## src/rtl/uart_pkg.sv

```systemverilog
// rtl/uart_pkg.sv - shared state types, ASCII constants and baud divider helper
// WIN_ANNOUNCER_PARITY_EN adds the PARITY serialiser state.
package uart_pkg;

  typedef enum logic [1:0] {
    TOP_IDLE,
    TOP_LOAD,
    TOP_SEND,
    TOP_DONE
  } top_state_t;

  typedef enum logic [2:0] {
    TX_IDLE,
    TX_START_BIT,
    TX_DATA,
`ifdef WIN_ANNOUNCER_PARITY_EN
    TX_PARITY,
`endif
    TX_STOP
  } tx_state_t;

  localparam logic [7:0] CR  = 8'h0D;
  localparam logic [7:0] LF  = 8'h0A;
  localparam logic [7:0] NUL = 8'h00;

  function automatic int baud_div(input int clk_hz, input int baud);
    return clk_hz / baud;
  endfunction

endpackage

```

## src/rtl/uart_tx_byte.sv

```systemverilog
// rtl/uart_tx_byte.sv - one-byte UART serialiser, LSB first, 8N1 or 8E1
// WIN_ANNOUNCER_PARITY_EN inserts an even-parity bit between data and stop.
module uart_tx_byte
  import uart_pkg::*;
#(
  parameter int BAUD_DIV = 16
) (
  input  logic       clk,
  input  logic       reset,
  input  logic [7:0] byte_data,
  input  logic       byte_valid,
  output logic       byte_ready,
  output logic       frame_done,
  output logic       tx
);

  localparam int BW = (BAUD_DIV > 1) ? $clog2(BAUD_DIV) : 1;

  tx_state_t     state, state_next;
  logic [BW-1:0] baud_cnt;
  logic [2:0]    bit_cnt;
  logic [7:0]    shift_reg;
  logic          baud_tc;
`ifdef WIN_ANNOUNCER_PARITY_EN
  logic          parity;
`endif

  assign baud_tc    = (baud_cnt == BW'(BAUD_DIV - 1));
  assign byte_ready = (state == TX_IDLE);
  // Lets the caller reload on the very edge the stop bit ends, keeping the gap to one clock.
  assign frame_done = (state == TX_STOP) && baud_tc;

  always_ff @(posedge clk or posedge reset) begin
    if (reset) state <= TX_IDLE;
    else       state <= state_next;
  end

  always_comb begin
    state_next = state;
    case (state)
      TX_IDLE:      if (byte_valid) state_next = TX_START_BIT;
      TX_START_BIT: if (baud_tc) state_next = TX_DATA;
`ifdef WIN_ANNOUNCER_PARITY_EN
      TX_DATA:      if (baud_tc && bit_cnt == 3'd7) state_next = TX_PARITY;
      TX_PARITY:    if (baud_tc) state_next = TX_STOP;
`else
      TX_DATA:      if (baud_tc && bit_cnt == 3'd7) state_next = TX_STOP;
`endif
      TX_STOP:      if (baud_tc) state_next = TX_IDLE;
      default:      state_next = TX_IDLE;
    endcase
  end

  // tx is loaded with the level of the bit being entered, so it changes on the same edge as state.
  always_ff @(posedge clk or posedge reset) begin
    if (reset) begin
      baud_cnt  <= '0;
      bit_cnt   <= '0;
      shift_reg <= '0;
      tx        <= 1'b1;
`ifdef WIN_ANNOUNCER_PARITY_EN
      parity    <= 1'b0;
`endif
    end else begin
      if (state == TX_IDLE || baud_tc) baud_cnt <= '0;
      else                             baud_cnt <= baud_cnt + 1'b1;
      case (state)
        TX_IDLE: begin
          bit_cnt <= '0;
          if (byte_valid) begin
            shift_reg <= byte_data;
            tx        <= 1'b0;
`ifdef WIN_ANNOUNCER_PARITY_EN
            parity    <= ^byte_data;
`endif
          end else begin
            tx <= 1'b1;
          end
        end
        TX_START_BIT: if (baud_tc) tx <= shift_reg[0];
        TX_DATA: begin
          if (baud_tc) begin
            bit_cnt   <= bit_cnt + 1'b1;
            shift_reg <= {1'b0, shift_reg[7:1]};
`ifdef WIN_ANNOUNCER_PARITY_EN
            if (bit_cnt == 3'd7) tx <= parity;
`else
            if (bit_cnt == 3'd7) tx <= 1'b1;
`endif
            else                 tx <= shift_reg[1];
          end
        end
`ifdef WIN_ANNOUNCER_PARITY_EN
        TX_PARITY: if (baud_tc) tx <= 1'b1;
`endif
        TX_STOP: tx <= 1'b1;
        default: tx <= 1'b1;
      endcase
    end
  end

endmodule

```

## src/rtl/uart_win_announcer.sv

```systemverilog
// rtl/uart_win_announcer.sv - sends a fixed ROM message over UART on each accepted start pulse
// WIN_ANNOUNCER_PARITY_EN selects 8E1 framing in the serialiser.
module uart_win_announcer
  import uart_pkg::*;
#(
  parameter int CLK_HZ  = 100_000_000,
  parameter int BAUD    = 9600,
  parameter int MSG_MAX = 16
) (
  input  logic       clk,
  input  logic       reset,
  input  logic       start,
  input  logic [3:0] msg_index,
  output logic       tx,
  output logic       busy,
  output logic       done_tick
);

  localparam int BAUD_DIV = baud_div(CLK_HZ, BAUD);
  localparam int PW       = $clog2(MSG_MAX + 1);

  top_state_t    state, state_next;
  logic [3:0]    msg_q;
  logic [PW-1:0] char_ptr;
  logic [7:0]    rom_byte;
  logic          msg_end;
  logic          byte_valid;
  logic          byte_ready;
  logic          frame_done;
  int            ptr_i;

  assign ptr_i = int'(char_ptr);

  always_comb begin
    rom_byte = NUL;
    case (msg_q)
      4'd0, 4'd1: begin
        case (ptr_i)
          0:       rom_byte = 8'h50;
          1:       rom_byte = (msg_q == 4'd0) ? 8'h31 : 8'h32;
          2:       rom_byte = 8'h20;
          3:       rom_byte = 8'h57;
          4:       rom_byte = 8'h49;
          5:       rom_byte = 8'h4E;
          6:       rom_byte = 8'h53;
          7:       rom_byte = CR;
          8:       rom_byte = LF;
          default: rom_byte = NUL;
        endcase
      end
      4'd2: begin
        case (ptr_i)
          0:       rom_byte = 8'h53;
          1:       rom_byte = 8'h54;
          2:       rom_byte = 8'h41;
          3:       rom_byte = 8'h52;
          4:       rom_byte = 8'h54;
          5:       rom_byte = CR;
          6:       rom_byte = LF;
          default: rom_byte = NUL;
        endcase
      end
      default: begin
        case (ptr_i)
          0:       rom_byte = 8'h3F;
          1:       rom_byte = CR;
          2:       rom_byte = LF;
          default: rom_byte = NUL;
        endcase
      end
    endcase
  end

  assign msg_end = (rom_byte == NUL) || (char_ptr == PW'(MSG_MAX));

  always_ff @(posedge clk or posedge reset) begin
    if (reset) state <= TOP_IDLE;
    else       state <= state_next;
  end

  always_comb begin
    state_next = state;
    byte_valid = 1'b0;
    case (state)
      TOP_IDLE: if (start) state_next = TOP_LOAD;
      TOP_LOAD: begin
        if (msg_end) begin
          state_next = TOP_DONE;
        end else if (byte_ready) begin
          byte_valid = 1'b1;
          state_next = TOP_SEND;
        end
      end
      TOP_SEND: if (frame_done) state_next = TOP_LOAD;
      TOP_DONE: state_next = TOP_IDLE;
      default:  state_next = TOP_IDLE;
    endcase
  end

  // msg_index is only captured in IDLE, so requests while a message is out are dropped.
  always_ff @(posedge clk or posedge reset) begin
    if (reset) begin
      msg_q    <= '0;
      char_ptr <= '0;
    end else if (state == TOP_IDLE && start) begin
      msg_q    <= msg_index;
      char_ptr <= '0;
    end else if (state == TOP_SEND && frame_done) begin
      char_ptr <= char_ptr + 1'b1;
    end
  end

  assign busy      = (state == TOP_LOAD) || (state == TOP_SEND);
  assign done_tick = (state == TOP_DONE);

  uart_tx_byte #(
    .BAUD_DIV (BAUD_DIV)
  ) u_tx_byte (
    .clk        (clk),
    .reset      (reset),
    .byte_data  (rom_byte),
    .byte_valid (byte_valid),
    .byte_ready (byte_ready),
    .frame_done (frame_done),
    .tx         (tx)
  );

endmodule

```

## config.mk

```make
export PLATFORM = sky130hd
export DESIGN_NAME = uart_win_announcer
export DESIGN_NICKNAME = d
export VERILOG_FILES = /design/src/rtl/uart_pkg.sv /design/src/rtl/uart_tx_byte.sv /design/src/rtl/uart_win_announcer.sv
export SDC_FILE = /design/constraint.sdc
export NUM_CORES = 1
export LEC_CHECK = 0
export BUFFER_PORTS_ARGS = -buffer_cell sky130_fd_sc_hd__buf_2
export CORE_MARGIN = 8
export CORE_UTILIZATION = 53
export DETAILED_ROUTE_END_ITERATION = 16
export PLACE_DENSITY = 0.73
export RECOVER_POWER = 25
export SYNTH_ARGS = -nofsm -noshare
export SYNTH_HDL_FRONTEND = slang
export SYNTH_SLANG_ARGS = --single-unit
```

## constraint.sdc

```tcl
create_clock -name clk -period 3.45 [get_ports clk]
set_input_delay 0.1725 -clock clk [delete_from_list [all_inputs] [get_ports clk]]
set_output_delay 0.1725 -clock clk [all_outputs]
set_load 0.02 [all_outputs]
```

==> impl_metrics.yaml <==
run_status:
  status: "finished, violations left"
  violations: "max-capacitance violations, max-slew violations"
sta:
  tns_ps: 0
  fin_crit_sh_pct: 82.3
  max_freq_mhz: 352
  fin_crit_ps: 2840
  fin_skew_ps: 4.07
  rsz0062_at_grt: "false"
  worst_slew_pin_slew_ps: 1670
  setup_violations: 0
  slew_headroom_pct: -11.2
  hold_viol_final: 0
  final_max_slew_viol_count: 32
  finalHoldWorstSlack_ps: 112
place:
  hpwlAfterDp_um: 3380
  place_area_mm2: 0.00254
  gp_congestion: 0.911
  io_buffers: 9
  dp_cells: 314
layout:
  final_layout_size_suffix_gt1_share_pct: 15.6
  fin_util_pct: 57.4
  final_area_mm2: 0.00264
  area_delta_synth_final_pct: 7.11
  insertedDiodeCount: 0
  layout.nets: 291
  final_common_cell: "dfrtp_1"
  final_cell_count_no_fill: 323
  largest_register_ffs: 14
  final_cell_mix: "dfrtp_1, nor2_1, nand2_1"
worst_setup_path:
  worstSetupEndpointType: "register"
  critPathTopFamily: "simple AND/OR/NAND/NOR gates"
  timing.critical_path.fanout_max: 10
  cpPeakStageDelay_ps: 690
  critPathRequiredTime_ps: 3620
  crit_buf_inv: 2
  worstSetupStartpointType: "register"
  crit_chain: "inv_1 > ha_1 > inv_1 > or4b_2 > nand2_1 > and2_1 > a211o_1 > mux2_4"
  crit_type: "reg2reg"
  arrival_ps: 3010
  crit_top_cell: "inv_1"
  slowest_stage: "or4b_2"
  r2r_setup_slack_ps: 610
logic_synthesis:
  yosysWarnings: 0
  syn-cell-area_mm2: 0.00246
  syn-mean-instance-area_um2: 9.48
  yosysTopAreaCellShare_pct: 37.6
  ys_top_cells_by_area: "dfrtp_1, ha_1, nor2_1"
  synth_cells: 260
  synth_seq_cells: 38
  synth-main-ff-cell: "dfrtp_1"
  yosysSeqAreaShare_pct: 38.6
  synthArstFlopShare_pct: 100
  yosysTopAreaCell: "dfrtp_1"
  synth_cell_types: 50
  synthesis.nets: 283
  synth_edf_count: 0
routing:
  postRouteWirelength_um: 4590
  drcViolationCount: 0
  wl_per_cell_um: 14.2
  first_iter_violations: 93
  vias_per_cell: 5.68
  dr_total_vias: 1834
  postRouteAntennaNets: 0
  drt-pass1-iter-count: 4
global_route:
  track_usage_pct: 13.4
  antenna_found_initial: 0
  grt_pass1_vias: 1703
  grt_pass1_wl_um: 7930
  grt_max_degree: 32
  globalRouteOverflowTotal: 0
clock_tree:
  cts_tree: "built"
  cts_buffer_depth: 2
  clk_pin_slew_worst_paths_ps: 70
  clkLatencyLatePin_ps: 290
  cts_buffers: 5
  clockRootBuffer: "clkbuf_8"
  clock-sinks: 38
  cts_htree_levels: 2
  post-cts-setup-buffers: 0
  post_cts_resized: 0
floorplan:
  boundaryPins: 10
  core_mm2: 0.00460
  dieArea_mm2: 0.00709
  dieWidth_um: 84.2
  die_h_um: 84.2
  rows: 25
  start_util_pct: 53.6
power_and_ir_drop:
  leakage_nw: 1.25
  p_per_area_mw_per_mm2: 676
  ir_drop_uv: 353
job:
  drv_cap: 1
hold_path:
  hp-class: "in2reg"
[through the flow]
| stage | setup WS (ps) | power [mW] |
|---|---|---|
| after CTS | 621 | 1.80 |
| after global routing | 435 | 1.93 |
| after detailed placement | 634 | 1.48 |
| final | 611 | 1.79 |
| after global placement | 698 | 1.47 |
| after floorplan | 1000 | 1.34 |
[final timing paths]
path                       cells past startpoint                   from                     end
max                                            8            char_ptr[0]  u_tx_byte.shift_reg[5]
min                                            2           msg_index[1]                msg_q[1]
max reg2reg                                    8            char_ptr[0]  u_tx_byte.shift_reg[5]
min reg2reg                                    1  u_tx_byte.baud_cnt[0]   u_tx_byte.baud_cnt[0]
max in group asynchronous                      4                  reset  u_tx_byte.shift_reg[2]
min in group asynchronous                      3                  reset             char_ptr[1]
[Yosys cell counts (2+ instances only)]
library cell,instances
nor4_1,2
and2_1,4
nand2b_1,3
nor2b_1,2
ha_1,16
xnor2_1,3
inv_1,17
mux2i_1,4
nand4_1,5
mux2_4,4
a211o_1,3
xor2_1,14
nor3_2,2
a211oi_1,2
and4_1,3
o21ai_0,14
nand2_1,18
buf_2,3
dfrtp_1,37
nor2_1,33
nor3_1,4
nand3_1,7
nand3b_1,2
a31oi_1,2
a21oi_1,7
mux2_2,8
a22oi_1,3
and3_1,3
a22o_1,5
clkbuf_1,7
or2_2,4
[what timing repair did]
action / CTS / global route
endpoints found under the setup margin: 0 / 0
endpoints found under the hold margin: 7 / 0
hold buffers: 1 / 0
[power by group]
part	internal [mW]	switching [mW]
clock	0.160	0.154
sequential	0.560	0.103
combinational	0.374	0.433
total	1.09	0.691
[logic make-up after synthesis]
kind of cell	synth area share [%]
xor+xnor	6.04
buf+inv	4.72
compound gates	13.6
fa+ha+maj	8.13
simple gates	21.2
mux	7.72
flops	38.6
[final cells by class]
type,count,area [µm²]
clock buffers,6,82.6
clock inverters,2,12.5
fillers,409,1960
inverters,17,63.8
multi-input cells,194,1400
flip-flops and latches,38,952
well taps,54,67.6
repair buffers,12,65.1
[metal layers]
metal,vias to the layer above,GRT usage (%),wire [µm]
li1,923,-,-
met1,876,18.8,2330
met2,29,19.5,2040
met3,6,3.00,161
met4,0,4.71,55
met5,-,0,0
Note: power is estimated with default switching activity, not from simulation.
